===== config.mk =====
export PLATFORM = sky130hd
export DESIGN_NAME = mem_bus_arbiter
export DESIGN_NICKNAME = d
export VERILOG_FILES = /design/src/rtl/mem_bus_arbiter_pkg.sv /design/src/rtl/mem_region_decode.sv /design/src/rtl/mem_bus_arbiter.sv
export SDC_FILE = /design/constraint.sdc
export NUM_CORES = 1
export LEC_CHECK = 0
export CAP_MARGIN = 20
export CORE_ASPECT_RATIO = 0.8
export CORE_MARGIN = 2
export CORE_UTILIZATION = 45
export DETAILED_ROUTE_END_ITERATION = 8
export PLACE_DENSITY = 0.86
export REMOVE_ABC_BUFFERS = 1
export SETUP_SLACK_MARGIN = 0.3
export SLEW_MARGIN = 20
export SYNTH_ARGS = -nofsm -noshare
export SYNTH_HDL_FRONTEND = slang
export SYNTH_SLANG_ARGS = --single-unit

===== constraint.sdc =====
create_clock -name clk -period 9 [get_ports clk]
set_clock_uncertainty 0.1 [all_clocks]
set_input_delay 1.8 -clock clk [delete_from_list [all_inputs] [get_ports clk]]
set_output_delay 1.8 -clock clk [all_outputs]
set_load 0.05 [all_outputs]

===== src/rtl/mem_bus_arbiter_pkg.sv =====
// Shared definitions for the two-master system bus arbiter: region codes,
// wait-counter width and FSM state encoding.
package mem_bus_arbiter_pkg;

  localparam int WAIT_W = 4;

  localparam logic [2:0] REG_ROM = 3'd0;
  localparam logic [2:0] REG_RAM = 3'd1;
  localparam logic [2:0] REG_OUT = 3'd2;

  typedef enum logic [1:0] {
    ST_IDLE   = 2'd0,
    ST_ACCESS = 2'd1,
    ST_ACK    = 2'd2
  } state_e;

endpackage


===== src/rtl/mem_region_decode.sv =====
// Combinational region decoder: addr[13:11] -> one-hot slave enable,
// region wait-state count and unmapped flag.
module mem_region_decode
  import mem_bus_arbiter_pkg::*;
#(
  parameter logic [WAIT_W-1:0] ROM_WAIT = 4'd1,
  parameter logic [WAIT_W-1:0] RAM_WAIT = 4'd0,
  parameter logic [WAIT_W-1:0] OUT_WAIT = 4'd0
) (
  input  logic [2:0]        region,
  output logic [2:0]        en_onehot,
  output logic [WAIT_W-1:0] wait_val,
  output logic              unmapped
);

  // Three populated regions; every other code is a bus error with no wait
  always_comb begin
    en_onehot = 3'b000;
    wait_val  = {WAIT_W{1'b0}};
    unmapped  = 1'b1;
    case (region)
      REG_ROM: begin
        en_onehot = 3'b001;
        wait_val  = ROM_WAIT;
        unmapped  = 1'b0;
      end
      REG_RAM: begin
        en_onehot = 3'b010;
        wait_val  = RAM_WAIT;
        unmapped  = 1'b0;
      end
      REG_OUT: begin
        en_onehot = 3'b100;
        wait_val  = OUT_WAIT;
        unmapped  = 1'b0;
      end
      default: begin
        en_onehot = 3'b000;
        wait_val  = {WAIT_W{1'b0}};
        unmapped  = 1'b1;
      end
    endcase
  end

endmodule


===== src/rtl/mem_bus_arbiter.sv =====
// Two-master round-robin arbiter and access sequencer for the shared system bus.
// One transfer at a time: IDLE (grant/latch) -> ACCESS (wait states) -> ACK.
module mem_bus_arbiter
  import mem_bus_arbiter_pkg::*;
#(
  parameter int DATA_W   = 32,
  parameter int ADDR_W   = 32,
  parameter int ROM_WAIT = 1,
  parameter int RAM_WAIT = 0,
  parameter int OUT_WAIT = 0
) (
  input  logic              clk,
  input  logic              rst,
  input  logic              m0_req,
  input  logic              m0_we,
  input  logic [ADDR_W-1:0] m0_addr,
  input  logic [DATA_W-1:0] m0_wdata,
  output logic [DATA_W-1:0] m0_rdata,
  output logic              m0_ack,
  input  logic              m1_req,
  input  logic              m1_we,
  input  logic [ADDR_W-1:0] m1_addr,
  input  logic [DATA_W-1:0] m1_wdata,
  output logic [DATA_W-1:0] m1_rdata,
  output logic              m1_ack,
  output logic              bus_err,
  output logic [ADDR_W-1:0] mem_addr,
  output logic [DATA_W-1:0] mem_wdata,
  input  logic [DATA_W-1:0] mem_rdata,
  output logic              mem_re,
  output logic              mem_we,
  output logic              nce_rom,
  output logic              nce_ram,
  output logic              nce_out
);

  localparam logic [WAIT_W-1:0] WCNT_ZERO = {WAIT_W{1'b0}};
  localparam logic [WAIT_W-1:0] WCNT_ONE  = {{(WAIT_W-1){1'b0}}, 1'b1};

  state_e              state_r, state_next_s;
  logic                grant_r, rr_last_r, we_r;
  logic [WAIT_W-1:0]   wcnt_r;
  logic [ADDR_W-1:0]   mem_addr_r;
  logic [DATA_W-1:0]   mem_wdata_r, m0_rdata_r, m1_rdata_r;
  logic                gnt_valid_s, gnt_s, wcnt_done_s, unmapped_s;
  logic [2:0]          region_s, en_s;
  logic [WAIT_W-1:0]   wait_s;

  assign wcnt_done_s = (wcnt_r == WCNT_ZERO);
  assign mem_addr    = mem_addr_r;
  assign mem_wdata   = mem_wdata_r;
  assign m0_rdata    = m0_rdata_r;
  assign m1_rdata    = m1_rdata_r;

  // Round-robin pick: on a tie the master not served last wins
  always_comb begin
    gnt_valid_s = 1'b0;
    gnt_s       = 1'b0;
    if (m0_req && m1_req) begin
      gnt_valid_s = 1'b1;
      gnt_s       = ~rr_last_r;
    end else if (m0_req) begin
      gnt_valid_s = 1'b1;
      gnt_s       = 1'b0;
    end else if (m1_req) begin
      gnt_valid_s = 1'b1;
      gnt_s       = 1'b1;
    end else begin
      gnt_valid_s = 1'b0;
      gnt_s       = 1'b0;
    end
  end

  // Decode the candidate's address while idle, the latched one during a transfer
  always_comb begin
    region_s = mem_addr_r[13:11];
    if (state_r == ST_IDLE) begin
      region_s = gnt_s ? m1_addr[13:11] : m0_addr[13:11];
    end else begin
      region_s = mem_addr_r[13:11];
    end
  end

  mem_region_decode #(
    .ROM_WAIT (WAIT_W'(ROM_WAIT)),
    .RAM_WAIT (WAIT_W'(RAM_WAIT)),
    .OUT_WAIT (WAIT_W'(OUT_WAIT))
  ) u_decode (
    .region    (region_s),
    .en_onehot (en_s),
    .wait_val  (wait_s),
    .unmapped  (unmapped_s)
  );

  // State register
  always_ff @(posedge clk or posedge rst) begin
    if (rst) state_r <= ST_IDLE;
    else     state_r <= state_next_s;
  end

  // Next-state logic
  always_comb begin
    state_next_s = ST_IDLE;
    case (state_r)
      ST_IDLE:   state_next_s = gnt_valid_s ? ST_ACCESS : ST_IDLE;
      ST_ACCESS: state_next_s = wcnt_done_s ? ST_ACK : ST_ACCESS;
      ST_ACK:    state_next_s = ST_IDLE;
      default:   state_next_s = ST_IDLE;
    endcase
  end

  // Grant/request latches, wait counter and per-master read data
  always_ff @(posedge clk or posedge rst) begin
    if (rst) begin
      grant_r     <= 1'b0;
      rr_last_r   <= 1'b1;
      we_r        <= 1'b0;
      wcnt_r      <= WCNT_ZERO;
      mem_addr_r  <= {ADDR_W{1'b0}};
      mem_wdata_r <= {DATA_W{1'b0}};
      m0_rdata_r  <= {DATA_W{1'b0}};
      m1_rdata_r  <= {DATA_W{1'b0}};
    end else begin
      case (state_r)
        ST_IDLE: begin
          if (gnt_valid_s) begin
            grant_r     <= gnt_s;
            rr_last_r   <= gnt_s;
            we_r        <= gnt_s ? m1_we : m0_we;
            mem_addr_r  <= gnt_s ? m1_addr : m0_addr;
            mem_wdata_r <= gnt_s ? m1_wdata : m0_wdata;
            wcnt_r      <= wait_s;
          end
        end
        ST_ACCESS: begin
          if (!wcnt_done_s) begin
            wcnt_r <= wcnt_r - WCNT_ONE;
          end else if (!we_r) begin
            if (grant_r) m1_rdata_r <= unmapped_s ? {DATA_W{1'b0}} : mem_rdata;
            else         m0_rdata_r <= unmapped_s ? {DATA_W{1'b0}} : mem_rdata;
          end
        end
        default: begin
        end
      endcase
    end
  end

  // Bus-side strobes and master acks follow the current state only
  always_comb begin
    nce_rom = 1'b1;
    nce_ram = 1'b1;
    nce_out = 1'b1;
    mem_re  = 1'b0;
    mem_we  = 1'b0;
    m0_ack  = 1'b0;
    m1_ack  = 1'b0;
    bus_err = 1'b0;
    case (state_r)
      ST_ACCESS: begin
        nce_rom = ~en_s[0];
        nce_ram = ~en_s[1];
        nce_out = ~en_s[2];
        mem_re  = ~we_r & ~unmapped_s;
        mem_we  = we_r & ~unmapped_s & wcnt_done_s;
      end
      ST_ACK: begin
        m0_ack  = ~grant_r;
        m1_ack  = grant_r;
        bus_err = unmapped_s;
      end
      default: begin
      end
    endcase
  end

endmodule


==> qor.yml, run 1 <==
critPathMaxStageDelay_ps: 810
multi_input_area_sq_um: 2590
period_share_pct: 52.4
power.density_nw_per_um2: 436
postSynth.asyncResetShare_pct: 100
hold_path_end: "wcnt_r[3]$_DFFE_PP0P_"
synth_edf_count: 0
ctsHoldBuffers: 0
cts_buffer_depth: 2
n_fill_cell: 954
areaGrowthSynthToFinish_pct: 57.9
dpl_cell_area_sq_um: 9580
firstDrtPassIters: 4
final_layout_size_suffix_gt1_share_pct: 22.1
timing.rr.end: "mem_addr[6]$_DFFE_PP0P_"
critPathSlowestCell: "clkdlybuf4s50_1"
routed_wl_microns: 19200
synth.top_cells.by_count: "dfrtp_1 (136), mux2_2 (131), inv_1 (68)"
die_h_microns: 111
wl_per_cell_microns: 19.2
core_area_sq_um: 14100
vias: 5047
grt-ovfl-total: 0
status: "finished, final reports clean"
ctsRootBufferMaster: "clkbuf_16"
cts_resized: 0
die_w_microns: 138
drtIter0Drc: 297
cp.required_ps: 7100
grt_max_degree: 71
crit_chain: "inv_1 -> ha_1 -> or3b_1 -> nor2_1 -> o211a_1 -> clkdlybuf4s50_1"
synthesis.area_sq_um: 6430
max_slew_margin_pct: 39.9
min_delay_path_depth: 1
cp-end-kind: "output port"
post-synth-top-area-cell: "dfrtp_1"
grt_pass1_wl_microns: 29800
setup_tns_ps: 0
clk_pin_slew_ps: 60
crit_start: "wcnt_r[0]$_DFFE_PP0P_"
final_area_sq_um: 10200
numCtsBuffers: 17
cts_sinks: 137
startpoint_type: "flip-flop"
path_class: "flip-flop to output port"
grt_pass1_vias: 5578
antenna_found_initial: 0
cts_tree: "built"
dp.cells: 968
drc: 0
synthCells: 503
worst_pin_slew_ps: 901
clock_latency_ps: 410
die_area_sq_um: 15300
layout.cells.non_filler: 1000
yosys_warnings: 0
start_util_pct: 45.6
period_needed_ps: 4710
synth.most_common_cell: "dfrtp_1"
synth_top_flop_cell: "dfrtp_1"
io_buffers: 301
rows: 39
cts_setup_buffers: 0
hold_violations: 0
arrival_ps: 2810
ys_seq_area_share_pct: 53.3
synth_cell_types: 29
min_from: "wcnt_r[3]$_DFFE_PP0P_"
hold_class: "flip-flop to flip-flop"
seq_area_sq_um: 3430
vias_per_cell: 5.05
synth_area_leaders: "dfrtp_1 (53%), mux2_2 (23%), mux2i_1 (10%), inv_1 (4.0%), o21ai_0 (2.8%)"
slew_violations: 0
fin_nets: 970
ff2ff_path_depth: 4
leakage_nw: 4.22
r2r_start: "rr_last_r$_DFFE_PP1P_"
r2r_setup_slack_ps: 6490
final_util_pct: 72.0
fmax_mhz: 212
total_power_mw: 4.43
max-vdd-ir-drop_v: 0.000318
antennaDiodeCount: 0
path_max_fanout: 7
ant_nets: 0
max_cap_violations: 0
routabilityCongestion: 0.900
dpl.hpwl_microns: 14100
ys_ff_latch: 137
synth_top_cell_area_share_pct: 52.9
ios: 302
grt_usage_pct: 25.9
h-tree-depth: 4
setup_violations: 0
rsz0062_at_grt: "no"
avgSynthCellArea_sq_um: 12.8
## where the power goes
part           total, mW  switching [mW]  internal (mW)
clock network      0.680           0.262          0.419
logic               2.61            1.67          0.941
registers           1.14           0.200          0.937
## per-stage QoR
step / hold WS [ps] / setup slack, ps
finish: 386 / 4290
global route: 410 / 4160
CTS: 391 / 4280
detailed placement: 382 / 4500
global placement: 354 / 4580
floorplan: 333 / 3050
## worst max-delay path by stage
stage	to
floorplan	mem_addr[0]$_DFFE_PP0P_
global placement	mem_wdata[20]$_DFFE_PP0P_
detailed placement	mem_wdata[24]$_DFFE_PP0P_
CTS	mem_we
global route	mem_we
finish	mem_we
## registers in the layout, indices dropped and copies added, names as in the netlist
| register | count |
|---|---|
| m0_rdata | 32 |
| state_r | 2 |
| mem_wdata | 32 |
| m1_rdata | 32 |
| grant_r | 1 |
| mem_addr | 32 |
| wcnt_r | 4 |
| we_r | 1 |
| rr_last_r | 1 |
## logic make-up (layout without fill, tap and decap cells)
logic type / Yosys count / count (layout) / synth area share (%)
mux: 198 / 198 / 33.4
flops: 137 / 137 / 53.3
buf+inv: 95 / 408 / 6.77
compound gates: 44 / 44 / 3.72
simple gates: 28 / 28 / 2.65
fa+ha+maj: 1 / 1 / 0.194
## cell type report
cell class	instances	share of cell area (%)
Tap cell	184	2.27
Multi-Input combinational cell	271	25.5
Inverter	68	2.56
Clock buffer	19	4.46
Timing Repair Buffer	308	30.2
Clock inverter	13	1.26
Sequential cell	137	33.8
## metal layers
metal | vias up | track usage (%) | wire, microns | share of wire, %
li1 | 2314 | - | - | -
met1 | 2525 | 29.9 | 7540 | 39
met2 | 170 | 45.1 | 10100 | 52
met3 | 38 | 7.32 | 1020 | 5.3
met4 | 0 | 10.4 | 575 | 3.0
met5 | - | 0 | 0 | 0
## worst max-delay path: cells and delay by family, from the launching register on
family	cells	cell delay [ps]
buffers and inverters	2	920
AND/OR/NAND/NOR	2	710
flip-flops	1	370
AO/OA/AOI/OAI	1	220
adder cells (fa/ha/maj)	1	180
## placed cells by master (no fill, tap or decap), types with 2 or more instances in the layout
cell type,netlist,layout
nand2b_1,2,2
clkinvlp_4,0,5
mux2i_1,67,67
nor3_1,3,3
nor2_1,10,8
clkbuf_16,0,17
nand2_1,3,3
bufinv_16,0,2
clkbuf_8,0,2
buf_4,4,7
dfrtp_1,136,136
inv_1,68,67
o21ai_0,36,36
clkdlybuf4s50_1,0,301
mux2_2,131,131
clkinv_2,0,6
nand3_1,3,3
nor4_4,2,2
(Power assumes the default switching activity.)
==> run 2, diff against run 1 <==
--- a/config.mk
+++ b/config.mk
@@ -8,9 +8,9 @@
 export CAP_MARGIN = 20
 export CORE_ASPECT_RATIO = 0.8
 export CORE_MARGIN = 2
-export CORE_UTILIZATION = 45
+export CORE_UTILIZATION = 42
 export DETAILED_ROUTE_END_ITERATION = 8
-export PLACE_DENSITY = 0.86
+export PLACE_DENSITY = 0.81
 export REMOVE_ABC_BUFFERS = 1
 export SETUP_SLACK_MARGIN = 0.3
 export SLEW_MARGIN = 20
==> constraint.sdc (replaced) <==
create_clock -name clk -period 4.48 [get_ports clk]
set_clock_uncertainty 0.1 [all_clocks]
set_input_delay 0.896 -clock clk [delete_from_list [all_inputs] [get_ports clk]]
set_output_delay 0.896 -clock clk [all_outputs]
set_load 0.05 [all_outputs]
==> run 2 against run 1 <==
Compared with the run above: sequential power increased by 99%; flip-flop and latch count did not move; die area up 6.9%; via count shrank 0.52%; sequential share of layout area shrank 0.11 points; largest power group unchanged; setup slack got worse by 3600 ps; combinational power grew 100%; critical path depth stayed put; global-route usage decreased by 3.3 points; core utilization down 4.2 points; critical path type unchanged.
==> qor.yml, run 2 (synthesized netlist as in run 1, its figures left out) <==
max_slew_margin_pct: 57.1  # +17 points
max_cap_violations: 0  # unchanged
final_layout_size_suffix_gt1_share_pct: 21.7  # -0.37 points
io_buffers: 301  # unchanged
leakage_nw: 4.23  # +0.22%
die_area_sq_um: 16300  # +6.9%
seq_area_sq_um: 3430  # unchanged
setup_tns_ps: 0  # unchanged
grt_pass1_wl_microns: 28400  # -4.7%
h-tree-depth: 4  # unchanged
cts_sinks: 137  # unchanged
vias: 5021  # -0.52%
worst_slack_ps: 695  # -3590 ps
die_w_microns: 142  # +3.4%
cts_resized: 0  # unchanged
vias_per_cell: 4.99  # -1.1%
fmax_mhz: 264
grt-ovfl-total: 0  # unchanged
core_area_sq_um: 15000  # +6.5%
layout_common_cells: "clkdlybuf4s50_1 (301), dfrtp_1 (136), mux2_2 (131)"
ff2ff_path_depth: 6  # +2
clock_latency_ps: 400  # about the same
dpl.hpwl_microns: 13400  # -5.0%
r2r_start: "wcnt_r[0]$_DFFE_PP0P_"
slew_violations: 0  # unchanged
grt_pass1_vias: 5578  # unchanged
cp-end-kind: "output port"
grt_max_degree: 72  # +1.4%
dp.cells: 974  # +0.62%
startpoint_type: "flip-flop"
fin_nets: 971  # +0.10%
areaGrowthSynthToFinish_pct: 58.4
max-vdd-ir-drop_v: 0.000667  # +110%
power.density_nw_per_um2: 868  # +99%
crit_chain: "inv_1 -> ha_1 -> or3b_1 -> nor2_1 -> o211a_1 -> clkdlybuf4s50_1"
cts_buffer_depth: 2  # unchanged
ctsRootBufferMaster: "clkbuf_16"
total_power_mw: 8.85  # +100%
r2r_setup_slack_ps: 2080  # -4410 ps
endpoint: "mem_we"
cp_num_cells: 6  # unchanged
numCtsBuffers: 17  # unchanged
routabilityCongestion: 0.797  # -11%
grt_usage_pct: 22.6  # -3.3 points
layout.cells.non_filler: 1006  # +0.60%
drtIter0Drc: 136  # -54%
period_share_pct: 84.5
rows: 40  # +2.6%
start_util_pct: 42.8  # -2.8 points
timing.rr.end: "m0_rdata[8]$_DFFE_PP0P_"
routed_wl_microns: 18200  # -5.3%
critPathMaxStageDelay_ps: 810  # about the same
die_h_microns: 115  # +3.4%
cp.required_ps: 3480  # -3620 ps
hold_class: "flip-flop to flip-flop"
ctsHoldBuffers: 0  # unchanged
critPathTopFamily: "buffers and inverters"
layout_commonest_cell: "clkdlybuf4s50_1"
antenna_found_initial: 1  # +1
path_max_fanout: 7  # unchanged
dp_slack_ps: 1170  # -3340 ps
critPathSlowestCell: "clkdlybuf4s50_1"
cts_setup_buffers: 0  # unchanged
crit_start: "wcnt_r[0]$_DFFE_PP0P_"
rsz0062_at_grt: "no"
setup_violations: 0  # unchanged
period_needed_ps: 3780
hold_violations: 0  # unchanged
clk_pin_slew_ps: 60  # about the same
wl_per_cell_microns: 18.1  # -5.9%
arrival_ps: 2790  # -20 ps
path_class: "flip-flop to output port"
ant_nets: 0  # unchanged
n_fill_cell: 1080  # +13%
status: "finished, final reports clean"
drc: 0  # unchanged
worst_pin_slew_ps: 643  # -258 ps
firstDrtPassIters: 4  # unchanged
ios: 302  # unchanged
cts_tree: "built"
path_buf_inv: 2  # unchanged
multi_input_area_sq_um: 2590  # unchanged
-- run 2: cell count changes in the layout (fill, tap and decap cells not counted) --
cell / before / now
clkinvlp_4: 5 / 3
diode_2: 0 / 1
buf_4: 7 / 5
clkinv_2: 6 / 3
buf_12: 0 / 3
bufinv_16: 2 / 1
clkbuf_1: 0 / 3
clkbuf_8: 2 / 4
-- run 2: area by class of cell --
| class | count | area share (%) |
|---|---|---|
| clock inverters | 7 | 0.663 |
| diodes | 1 | 0.0246 |
| flip-flops and latches | 137 | 33.7 |
| inverters | 68 | 2.55 |
| well taps | 189 | 2.32 |
| repair buffers | 309 | 30.5 |
| clock buffers | 24 | 4.83 |
| multi-input cells | 271 | 25.4 |
-- run 2: worst register-to-register path, stage by stage (launching register included) --
cell and delay [ps]:
dfrtp_1 380, inv_1 110, ha_1 180, or3b_1 500, nor4_4 190, buf_4 530
mux2i_1 320
-- run 2: stage by stage --
stage	utilization [%]	hold slack [ps]	cell area, sq um
global placement	64.1	365	9630
detailed placement	64.1	374	9630
global route	67.9	411	10200
CTS	67.9	381	10200
floorplan	-	333	6250
finish	67.9	398	10200
-- run 2: per-layer routing --
| layer | vias up | track usage [%] | wire length, microns |
|---|---|---|---|
| met4 | 0 | 9.97 | 448 |
| met2 | 181 | 40.5 | 9280 |
| met3 | 35 | 7.44 | 1300 |
| li1 | 2329 | - | - |
| met5 | - | 0 | 0 |
| met1 | 2476 | 24.6 | 7130 |
-- run 2: worst min path at each step --
stage / start / endpoint / cells past startpoint
6_report: wcnt_r[3]$_DFFE_PP0P_ / wcnt_r[3]$_DFFE_PP0P_ / 1
5_1_grt: wcnt_r[3]$_DFFE_PP0P_ / wcnt_r[3]$_DFFE_PP0P_ / 1
4_1_cts: wcnt_r[3]$_DFFE_PP0P_ / wcnt_r[3]$_DFFE_PP0P_ / 1
3_5_place_dp: wcnt_r[3]$_DFFE_PP0P_ / wcnt_r[3]$_DFFE_PP0P_ / 1
3_3_place_gp: wcnt_r[3]$_DFFE_PP0P_ / wcnt_r[3]$_DFFE_PP0P_ / 1
2_1_floorplan: wcnt_r[3]$_DFFE_PP0P_ / wcnt_r[3]$_DFFE_PP0P_ / 1
-- run 2: report_power, final --
| part | switching (mW) | internal, mW |
|---|---|---|
| clock network | 0.503 | 0.816 |
| logic | 3.35 | 1.91 |
| registers | 0.389 | 1.88 |
